$ cat config.mk
export PLATFORM = sky130hd
export DESIGN_NAME = midi_merge_rr
export DESIGN_NICKNAME = d
export VERILOG_FILES = /design/src/rtl/midi_pkg.sv /design/src/rtl/wb_master_if.sv /design/src/rtl/midi_merge_rr.sv
export SDC_FILE = /design/constraint.sdc
export NUM_CORES = 1
export LEC_CHECK = 0
export CAP_MARGIN = 20
export CORE_MARGIN = 5
export CORE_UTILIZATION = 60
export DETAILED_ROUTE_END_ITERATION = 6
export HOLD_SLACK_MARGIN = 0.06
export PLACE_DENSITY = 0.79
export SLEW_MARGIN = 30
export SYNTH_ARGS = -nofsm -noshare
export SYNTH_HDL_FRONTEND = slang
export SYNTH_HIERARCHICAL = 1
export SYNTH_SLANG_ARGS = --single-unit
export TNS_END_PERCENT = 30
$ cat constraint.sdc
create_clock -name clk -period 3.1 [get_ports clk]
set_input_delay 0.31 -clock clk [delete_from_list [all_inputs] [get_ports clk]]
set_output_delay 0.31 -clock clk [all_outputs]
set_load 0.05 [all_outputs]
$ cat src/rtl/midi_pkg.sv
// Shared MIDI byte constants, slave register layout and merger FSM encoding.
package midi_pkg;
   localparam logic [7:0] MIDI_STATUS_FLOOR = 8'h80;
   localparam logic [7:0] MIDI_SYSEX_START  = 8'hF0;
   localparam logic [7:0] MIDI_SYSEX_END    = 8'hF7;
   localparam logic [7:0] MIDI_RT_FLOOR     = 8'hF8;

   localparam logic [7:0] REG_STATUS = 8'h00;
   localparam logic [7:0] REG_DATA   = 8'h01;
   localparam int ST_RX_AVAIL = 0;
   localparam int ST_TX_READY = 1;

   typedef enum logic [2:0] {
      S_SEL, S_RD_ST, S_RD_DAT, S_CLASSIFY, S_WAIT_TX, S_WR_DAT
   } merge_state_t;

   // Number of data bytes that follow a status byte (0 for anything without a fixed count).
   function automatic logic [1:0] midi_data_len(input logic [7:0] status);
      logic [1:0] len;
      len = 2'd0;
      if (status >= MIDI_STATUS_FLOOR && status < MIDI_SYSEX_START)
         len = (status[7:5] == 3'b110) ? 2'd1 : 2'd2;
      else if (status == 8'hF1 || status == 8'hF3)
         len = 2'd1;
      else if (status == 8'hF2)
         len = 2'd2;
      return len;
   endfunction
endpackage

$ cat src/rtl/wb_master_if.sv
// Single-transfer Wishbone master: latches a request, holds stb until ack, then idles a clock.
module wb_master_if (
   input  logic       clk,
   input  logic       rst,
   input  logic       req,
   input  logic       we,
   input  logic [7:0] addr,
   input  logic [7:0] wdata,
   output logic       done,
   output logic [7:0] rdata,
   output logic [7:0] wb_addr,
   output logic [7:0] wb_dat_o,
   output logic       wb_we_o,
   output logic       wb_stb_o,
   input  logic [7:0] wb_dat_i,
   input  logic       wb_ack_i
);
   // A new cycle can only start from stb=0, so the gap clock between cycles is automatic.
   always_ff @(posedge clk) begin
      if (rst) begin
         wb_stb_o <= 1'b0;
         wb_we_o  <= 1'b0;
         wb_addr  <= 8'h00;
         wb_dat_o <= 8'h00;
      end else if (wb_stb_o) begin
         if (wb_ack_i) begin
            wb_stb_o <= 1'b0;
            wb_we_o  <= 1'b0;
         end
      end else if (req) begin
         wb_stb_o <= 1'b1;
         wb_we_o  <= we;
         wb_addr  <= addr;
         wb_dat_o <= wdata;
      end
   end

   assign done  = wb_stb_o & wb_ack_i;
   assign rdata = wb_dat_i;
endmodule

$ cat src/rtl/midi_merge_rr.sv
// Round-robin, message-atomic MIDI merger: polls N receiver slaves and forwards to one transmitter.
module midi_merge_rr
   import midi_pkg::*;
#(
   parameter int          N_PORTS      = 4,
   parameter logic [7:0]  ADDR_IN_BASE = 8'h00,
   parameter logic [7:0]  ADDR_STRIDE  = 8'h04,
   parameter logic [7:0]  ADDR_OUT     = 8'h40,
   parameter logic [15:0] TIMEOUT_CYC  = 16'd50000
) (
   input  logic       clk,
   input  logic       rst,
   output logic [7:0] wb_addr,
   input  logic [7:0] wb_dat_i,
   output logic [7:0] wb_dat_o,
   output logic       wb_we_o,
   output logic       wb_stb_o,
   input  logic       wb_ack_i
);
   localparam int PW = (N_PORTS > 1) ? $clog2(N_PORTS) : 1;

   merge_state_t state, state_nxt;
   logic               req, we, done;
   logic [7:0]         addr, wdata, rdata;
   logic [PW-1:0]      ptr, cur, lock_port;
   logic               lock, sysex;
   logic [1:0]         rem;
   logic [N_PORTS-1:0] rs_vld;
   logic [N_PORTS-1:0][7:0] rs_val;
   logic               ols_vld;
   logic [7:0]         ols_val;
   logic [15:0]        tmo_cnt;
   logic [7:0]         rx_byte, q0, q1;
   logic [1:0]         qn;
   logic [7:0]         in_base;
   logic               tmo_fire;

   logic [7:0] c_q0, c_q1, c_rs_val, c_ols_val;
   logic [1:0] c_qn, c_rem;
   logic       c_lock, c_sysex, c_rs_wr, c_rs_vld, c_ols_vld, c_adv;

   function automatic logic [PW-1:0] nxt_port(input logic [PW-1:0] p);
      return (int'(p) == N_PORTS - 1) ? '0 : p + 1'b1;
   endfunction

   assign in_base  = ADDR_IN_BASE + ADDR_STRIDE * {{(8-PW){1'b0}}, cur};
   assign tmo_fire = lock && (tmo_cnt == TIMEOUT_CYC);

   wb_master_if u_wb (
      .clk(clk), .rst(rst), .req(req), .we(we), .addr(addr), .wdata(wdata),
      .done(done), .rdata(rdata),
      .wb_addr(wb_addr), .wb_dat_o(wb_dat_o), .wb_we_o(wb_we_o), .wb_stb_o(wb_stb_o),
      .wb_dat_i(wb_dat_i), .wb_ack_i(wb_ack_i)
   );

   // Byte classification for the byte just read from port cur.
   always_comb begin
      c_qn = 2'd0;  c_q0 = rx_byte;  c_q1 = rx_byte;
      c_lock = lock;  c_rem = rem;  c_sysex = sysex;
      c_rs_wr = 1'b0;  c_rs_vld = rs_vld[cur];  c_rs_val = rs_val[cur];
      c_ols_vld = ols_vld;  c_ols_val = ols_val;
      c_adv = 1'b0;
      if (rx_byte >= MIDI_RT_FLOOR) begin
         c_qn = 2'd1;
      end else if (rx_byte < MIDI_STATUS_FLOOR) begin
         if (lock) begin
            c_qn = 2'd1;
            if (!sysex) begin
               c_rem  = rem - 2'd1;
               c_lock = (rem > 2'd1);
            end
         end else if (rs_vld[cur]) begin
            c_rem  = midi_data_len(rs_val[cur]) - 2'd1;
            c_lock = (c_rem != 2'd0);
            c_adv  = !c_lock;
            if (!ols_vld || ols_val != rs_val[cur]) begin
               c_qn = 2'd2;  c_q0 = rs_val[cur];  c_q1 = rx_byte;
               c_ols_vld = 1'b1;  c_ols_val = rs_val[cur];
            end else begin
               c_qn = 2'd1;
            end
         end
      end else if (rx_byte < MIDI_SYSEX_START) begin
         c_qn = 2'd1;  c_lock = 1'b1;  c_sysex = 1'b0;
         c_rem = midi_data_len(rx_byte);
         c_rs_wr = 1'b1;  c_rs_vld = 1'b1;  c_rs_val = rx_byte;
         c_ols_vld = 1'b1;  c_ols_val = rx_byte;
      end else if (rx_byte == MIDI_SYSEX_START) begin
         c_qn = 2'd1;  c_lock = 1'b1;  c_sysex = 1'b1;  c_rem = 2'd0;
         c_rs_wr = 1'b1;  c_rs_vld = 1'b0;  c_ols_vld = 1'b0;
      end else if (rx_byte == MIDI_SYSEX_END) begin
         c_qn = 2'd1;  c_lock = 1'b0;  c_sysex = 1'b0;  c_rem = 2'd0;
      end else begin
         c_qn = 2'd1;  c_sysex = 1'b0;
         c_rem = midi_data_len(rx_byte);
         c_lock = (c_rem != 2'd0);
         c_rs_wr = 1'b1;  c_rs_vld = 1'b0;  c_ols_vld = 1'b0;
      end
      if (lock && !c_lock)
         c_adv = 1'b1;
   end

   always_ff @(posedge clk) begin
      if (rst) state <= S_SEL;
      else     state <= state_nxt;
   end

   always_comb begin
      state_nxt = state;
      req = 1'b0;  we = 1'b0;  addr = 8'h00;  wdata = q0;
      case (state)
         S_SEL:      state_nxt = tmo_fire ? (sysex ? S_WAIT_TX : S_SEL) : S_RD_ST;
         S_RD_ST: begin
            req = 1'b1;  addr = in_base + REG_STATUS;
            if (done) state_nxt = rdata[ST_RX_AVAIL] ? S_RD_DAT : S_SEL;
         end
         S_RD_DAT: begin
            req = 1'b1;  addr = in_base + REG_DATA;
            if (done) state_nxt = S_CLASSIFY;
         end
         S_CLASSIFY: state_nxt = (c_qn != 2'd0) ? S_WAIT_TX : S_SEL;
         S_WAIT_TX: begin
            req = 1'b1;  addr = ADDR_OUT + REG_STATUS;
            if (done && rdata[ST_TX_READY]) state_nxt = S_WR_DAT;
         end
         S_WR_DAT: begin
            req = 1'b1;  we = 1'b1;  addr = ADDR_OUT + REG_DATA;
            if (done) state_nxt = (qn == 2'd2) ? S_WAIT_TX : S_SEL;
         end
         default:    state_nxt = S_SEL;
      endcase
   end

   always_ff @(posedge clk) begin
      if (rst) begin
         ptr <= '0;  cur <= '0;  lock_port <= '0;
         lock <= 1'b0;  sysex <= 1'b0;  rem <= 2'd0;
         rs_vld <= '0;  rs_val <= '0;
         ols_vld <= 1'b0;  ols_val <= 8'h00;
         tmo_cnt <= 16'd0;
         rx_byte <= 8'h00;  q0 <= 8'h00;  q1 <= 8'h00;  qn <= 2'd0;
      end else begin
         // Any byte taken from the locked port restarts the stall timer.
         if (!lock || state == S_CLASSIFY)  tmo_cnt <= 16'd0;
         else if (tmo_cnt != TIMEOUT_CYC)   tmo_cnt <= tmo_cnt + 16'd1;
         case (state)
            S_SEL: begin
               if (tmo_fire) begin
                  lock <= 1'b0;  sysex <= 1'b0;  rem <= 2'd0;
                  ptr  <= nxt_port(lock_port);
                  if (sysex) begin
                     q0 <= MIDI_SYSEX_END;  qn <= 2'd1;
                  end
               end else begin
                  cur <= lock ? lock_port : ptr;
               end
            end
            S_RD_ST:
               if (done && !rdata[ST_RX_AVAIL] && !lock) ptr <= nxt_port(ptr);
            S_RD_DAT:
               if (done) rx_byte <= rdata;
            S_CLASSIFY: begin
               q0 <= c_q0;  q1 <= c_q1;  qn <= c_qn;
               lock <= c_lock;  rem <= c_rem;  sysex <= c_sysex;
               if (c_lock && !lock) lock_port <= cur;
               if (c_rs_wr) begin
                  rs_vld[cur] <= c_rs_vld;
                  rs_val[cur] <= c_rs_val;
               end
               ols_vld <= c_ols_vld;  ols_val <= c_ols_val;
               if (c_adv) ptr <= nxt_port(cur);
            end
            S_WR_DAT:
               if (done) begin
                  q0 <= q1;  qn <= qn - 2'd1;
               end
            default: ;
         endcase
      end
   end
endmodule

==> metrics.cfg, run 1 <==
[status]
status = completed

[critical_path]
worstPathArrival_ps = 3200
crit_type = flop to flop
end_kind = flop
startpoint_type = flop
cp.required_ps = 3510
critPathMaxFanout = 8

[floorplan]
core_mm2 = 0.00986
ios = 29
die_area_mm2 = 0.0123
start_util_pct = 61.8
die_h_um = 111
die_x_um = 111
fp-row-count = 36

[global_route]
gr-max-usage-layer = met2
grt_util_met2_pct = 39.2
groute.layer.met1.usage_pct = 31.4
overflow = 0
antenna_found_initial = 0
grt_pass1_vias = 5031
grt_pass1_wl_mm = 25.1
grt_max_degree = 46
use_met3_pct = 7.59
grt_usage_pct = 25.3

[routing]
vias_per_cell = 6.13
wl_mm = 15.3
ant_nets = 0
wire_per_inst_um = 17.8
drc = 0
vias = 5266
dr.first_iter.drc_count = 553
drt-pass1-iter-count = 5

[clock_network]
cts_hold_buf = 0
htree_levels = 4
clk_latency_ps = 540
cts_max_path_buffers = 2
cts_resized = 0
cts_tree = built
numCtsBuffers = 17
clock_sinks = 118
path_clk_slew_ps = 60
clockRootBuffer = clkbuf_8
post_cts_buffers = 0

[pwr]
p_int_uw = 2810
peakVddDrop_v = 0.000413
p_sw_uw = 799
pwr-share-clk_pct = 52.4
swShare_pct = 22.1
p_seq_share_pct = 42.8
p_leak_uw = 0.00245
combPwrFrac_pct = 4.8
p_per_area_mw_per_mm2 = 519

[cells_and_area]
fillers = 754
area_delta_synth_final_pct = 14.1
antenna_cells = 0
fin_nets = 735
layout-drive-gt1-share_pct = 14.0

[place]
hpwlAfterDp_mm = 10.6
io_buffers = 28
gp_congestion = 0.943

[sta]
clock_skew_ps = 8.04
whs_ps = 206
slew_headroom_pct = 46.0
worst_slew_pin_slew_ps = 811
fin_crit_sh_pct = 90.1
drv_slew = 0
rsz0062_at_grt = false
setup_tns_ps = 0
hold_violations = 0
fmax_mhz = 358
period_needed_ps = 2790
final-setup-viol-count = 0

[synthesis]
synth_area_mm2 = 0.00610
synth_edf_count = 0
synth_fa_ha_area_share_pct = 2.05
yosys-top-cells-area = dfxtp_1, mux2i_1, nor2_1
avgSynthCellArea_um2 = 8.69
dominantRegCellSynth = dfxtp_1
synth_xor_area_share_pct = 2.81
async_flop_share_pct = 0
seq_area_frac_synth_pct = 38.7
yosysUniqueCellTypes = 71
yosysTopAreaCell = dfxtp_1
muxShareOfSynthArea_pct = 11.9
syn_inst = 702
yosysWarnings = 6
synth_top_family_by_area = simple AND/OR/NAND/NOR gates
ys_ff_latch = 118
synth_compound_area_share_pct = 16.3
synthSimpleGateAreaFrac_pct = 22.0
synth.top_cell.area_share_pct = 38.7

[flow_run]
cap_violations = 0

[min_path]
min_path_type = input pin to flop

[cell families (layout without fill, tap and decap cells)]
family	Yosys count	count (layout)
AOI/OAI and AO/OA	148	148
xor gates and xnor gates	17	17
adders and majority gates	10	10
buffers and inverters	73	94
DFF	118	118
muxes	58	58
other	1	4
and+or+nand+nor	277	277
[worst max-delay path: stages (launching register included)]
cell,delay [ps]
dfxtp_1,580
mux4_1,740
nand4bb_1,280
and4_1,260
o31ai_1,480
mux2i_1,260
nor2_1,60
[Yosys cell counts (4+ instances only)]
| cell type | number |
|---|---|
| buf_1 | 7 |
| dfxtp_1 | 118 |
| xnor2_1 | 6 |
| buf_4 | 9 |
| clkbuf_1 | 32 |
| mux4_2 | 8 |
| inv_1 | 15 |
| nand3_1 | 12 |
| a31oi_1 | 4 |
| or2_2 | 4 |
| a21oi_2 | 10 |
| o22ai_1 | 4 |
| and4_1 | 5 |
| and2_1 | 6 |
| ha_1 | 10 |
| nand3b_1 | 6 |
| or3_1 | 4 |
| nand4_1 | 6 |
| a211oi_1 | 38 |
| o21ai_0 | 21 |
| buf_2 | 4 |
| nand2_2 | 10 |
| mux2_4 | 6 |
| nor2_1 | 103 |
| nor2b_1 | 11 |
| mux2i_1 | 42 |
| nor3_1 | 13 |
| xor2_1 | 8 |
| nand2_1 | 71 |
| a21oi_1 | 42 |
[per-stage QoR]
step           power, uW  instance area [um^2]  setup WS (ps)  util, %  cells
2_1_floorplan       1720                  6110            586        -    705
3_3_place_gp        1740                  6390            384     64.8    828
3_5_place_dp        1750                  6390            288     64.8    828
4_1_cts             3640                  6960            284     70.5    859
5_1_grt             3740                  6960            114     70.5    859
6_report            3610                  6960            308     70.5    859
[sequential cells by signal, indices dropped and copies added, names as in the netlist, 4 cells and up]
register       cells
rs_val            32
ols_val            8
rs_vld             4
u_wb/wb_addr       8
u_wb/wb_dat_o      8
q0                 8
tmo_cnt           16
q1                 8
rx_byte            8
[final timing paths]
path	startpoint	end	slack (ps)	cells past startpoint
max	cur[1]$_SDFFE_PP0P_	lock_port[0]$_SDFFE_PP0P_	310	6
min	rst	u_wb/wb_addr[3]$_SDFFE_PP0P_	210	2
max reg2reg	cur[1]$_SDFFE_PP0P_	lock_port[0]$_SDFFE_PP0P_	310	6
min reg2reg	q0[7]$_SDFFE_PP0P_	u_wb/wb_dat_o[7]$_SDFFE_PP0P_	460	2
[placed cells by master (no fill, tap or decap), types with 4 or more instances in the layout]
cell type,instances
dfxtp_1,118
nor2_1,103
nand2_1,71
mux2i_1,42
a21oi_1,42
a211oi_1,38
clkdlybuf4s50_1,27
o21ai_0,21
buf_4,21
clkbuf_16,16
inv_1,15
nor3_1,13
nand3_1,12
nor2b_1,11
ha_1,10
nand2_2,10
a21oi_2,10
clkinv_2,9
mux4_2,8
xor2_1,8
xnor2_1,6
nand4_1,6
and2_1,6
nand3b_1,6
mux2_4,6
and4_1,5
a31oi_1,4
or2_2,4
or3_1,4
o22ai_1,4
conb_1,4
[power groups by stage]
stage               clock network (uW)  registers [uW]  logic (uW)
CTS                               1920            1550         172
global placement                     0            1580         166
floorplan                            0            1590         132
global route                      2000            1550         188
detailed placement                   0            1580         171
finish                            1890            1550         173
[cell type report]
class | count | area (um^2) | area share [%]
well taps | 133 | 166 | 2.39
clock buffers | 19 | 432 | 6.21
clock inverters | 12 | 135 | 1.94
repair buffers | 48 | 428 | 6.15
multi-input cells | 514 | 3380 | 48.5
inverters | 15 | 56.3 | 0.809
flip-flops and latches | 118 | 2360 | 34.0
[layer usage]
| metal | routed length [um] | up-vias |
|---|---|---|
| li1 | - | 2499 |
| met1 | 6480 | 2480 |
| met2 | 7040 | 227 |
| met3 | 1150 | 60 |
| met4 | 594 | 0 |
| met5 | 0 | - |
No activity file was read; power rests on OpenSTA's default activity.
==> inputs of run 2 (changes only) <==
--- a/config.mk
+++ b/config.mk
@@ -5,12 +5,14 @@
 export SDC_FILE = /design/constraint.sdc
 export NUM_CORES = 1
 export LEC_CHECK = 0
+export ABC_CLOCK_PERIOD_IN_PS = 3100
 export CAP_MARGIN = 20
 export CORE_MARGIN = 5
 export CORE_UTILIZATION = 60
 export DETAILED_ROUTE_END_ITERATION = 6
 export HOLD_SLACK_MARGIN = 0.06
 export PLACE_DENSITY = 0.79
+export SKIP_CTS_REPAIR_TIMING = 1
 export SLEW_MARGIN = 30
 export SYNTH_ARGS = -nofsm -noshare
 export SYNTH_HDL_FRONTEND = slang
==> results of run 2 <==
Final layout, timing and power as in run 1 (identical DEF).
==> variant (flow settings as in run 1) <==
One comparison of `tmo_cnt` changes from == to >=.
--- a/src/rtl/midi_merge_rr.sv
+++ b/src/rtl/midi_merge_rr.sv
@@ -44,7 +44,7 @@
    endfunction
 
    assign in_base  = ADDR_IN_BASE + ADDR_STRIDE * {{(8-PW){1'b0}}, cur};
-   assign tmo_fire = lock && (tmo_cnt == TIMEOUT_CYC);
+   assign tmo_fire = lock && (tmo_cnt >= TIMEOUT_CYC);
 
    wb_master_if u_wb (
       .clk(clk), .rst(rst), .req(req), .we(we), .addr(addr), .wdata(wdata),
Check against the original RTL: same outputs for any inputs over 10 cycles, from zero or initial values and one cycle with rst high; that may be too few to reach the edited logic, so the function may still have changed.
==> variant against run 1 <==
Critical path depth is the same. Routed wire length increased by 2.1%. Power grew 8.7%. Setup slack better by 0.042 ns. Cell area up 1.7%. Sequential cell count unchanged. Area after synthesis rose by 0.84%. Critical path type unchanged. Critical endpoint is now ols_val[0]. Largest cell class unchanged. Highest routed layer unchanged.
==> variant: results (changes against run 1) <==
status finished, final reports clean (unchanged); Net Sw Frac 0.219 (was 0.221); Layout Nets 744 (was 735); fill cell count 757 (was 754); worst slack, placed 0.343 ns (was 0.288 ns); ranking of synthesized cells by area dfxtp_1, mux2i_1, nand2_1 (was dfxtp_1, mux2i_1, nor2_1); drt pass-1 iters 5 (unchanged); antenna violations before repair 0 (unchanged); Placed Area 6430 sq um (was 6390 sq um); gr ovfl total 0 (unchanged); Synthesis Warnings 6 (unchanged); Detailed Route WL 15.6 mm (was 15.3 mm); vias in the first global route 5,052 (was 5,031); Peak VDD IR 0.000558 V (was 0.000413 V); cts bufs inserted 17 (unchanged); Netlist cell types 65 (was 71); Routed Antenna Nets 0 (unchanged); Clock Tree Buf Depth 2 (unchanged); HPWL after DPL 10.8 mm (was 10.6 mm); Mapped Avg Cell Area 8.64 sq um (was 8.69 sq um); gr usage total 0.260 (was 0.253); register area share after synthesis 0.384 (was 0.387); most frequent cells after synthesis dfxtp_1, nand2_1, nor2_1 (was dfxtp_1, nor2_1, nand2_1); top fanout value on the critical path 9 (was 8); largest net degree at the start of global routing 72 (was 46); max_slew headroom 0.463 (was 0.460); Clk pin slew, worst setup/hold paths 0.06 ns (about the same); Top FF cell, synth dfxtp_1 (unchanged); Finished Layout Cells 872 (was 859); Worst EP arrival 3.18 ns (was 3.20 ns); initial drt markers 493 (was 553); Regs by FF count rs_val: 32 flops, tmo_cnt: 16 flops (unchanged); first-pass GRT wire length 25.8 mm (was 25.1 mm); setup violators final 0 (unchanged); Final Skew 0.00814 ns (was 0.00804 ns); share of layout cells above drive strength 1 0.136 (was 0.140); Multi-input gate area 3450 sq um (was 3380 sq um); hold crit path type input port to register (unchanged); Inst Count DP 840 (was 828); antenna cell count 0 (unchanged); GPL Wtd Cong 0.915 (was 0.943); later-pin clock latency in the skew report 0.54 ns (about the same); Root Driver clkbuf_8 (unchanged); Via Count 5,186 (was 5,266); Leak 2.39 nW (was 2.45 nW)
[variant: changes by cell type after synthesis, sizes merged, moves of 4 or more]
| cell | change |
|---|---|
| nand2 | +28 |
| a21oi | +17 |
| nor2 | -13 |
| a211oi | -8 |
| buf | -7 |
| nand2b | +6 |
| o21ai | -5 |
| a2111oi | +4 |
| mux2i | -4 |
| nor2b | +4 |
| o31ai | -4 |
| or2 | -4 |
[variant: power by group through the flow]
| stage | Combinational (mW) | Sequential (mW) | Clock (mW) |
|---|---|---|---|
| 2_1_floorplan | 0.154 | 1.59 | 0 |
| 3_3_place_gp | 0.191 | 1.58 | 0 |
| 3_5_place_dp | 0.195 | 1.58 | 0 |
| 4_1_cts | 0.197 | 1.55 | 2.20 |
| 5_1_grt | 0.217 | 1.55 | 2.27 |
| 6_report | 0.199 | 1.55 | 2.18 |
[variant: worst max-delay path: stages (launching register included)]
cell and delay (ns):
dfxtp_1 0.59, mux4_2 0.63, xnor2_1 0.22, o2111ai_2 0.21, o21a_1 0.29, o21ai_4 0.36, mux2_4 0.33
[variant: path summary, 6_finish.rpt]
check | to | slack [ns] | cells past startpoint
setup reg to reg | ols_val[0] | 0.35 | 6
setup / recovery | ols_val[0] | 0.35 | 6
hold reg to reg | rs_val[4] | 0.46 | 2
hold / removal | state[0] | 0.32 | 2
[variant: cells by family (layout without fill, tap and decap cells)]
family          Yosys count  count (layout)  share of synthesized area
simple gates            282             282                      0.213
compound gates          153             153                      0.169
flops                   118             118                      0.384
buf+inv                  70              91                     0.0568
mux                      57              57                      0.117
xor+xnor                 21              21                     0.0391
fa+ha+maj                10              10                     0.0204
other cells               1               4                   0.000610
[variant: area by class of cell]
cell class / count / share of cell area
clock buffers: 19 / 0.0596
multi-input cells: 527 / 0.487
well taps: 136 / 0.0240
clock inverters: 13 / 0.0323
repair buffers: 42 / 0.0541
flip-flops and latches: 118 / 0.334
inverters: 17 / 0.00902
[variant: routing by layer]
layer,up-vias,part of all wire,global-route usage
met4,0,0.032,0.117
met5,-,0,0
met2,193,0.47,0.414
met1,2460,0.43,0.332
met3,44,0.064,0.0655
li1,2489,-,-
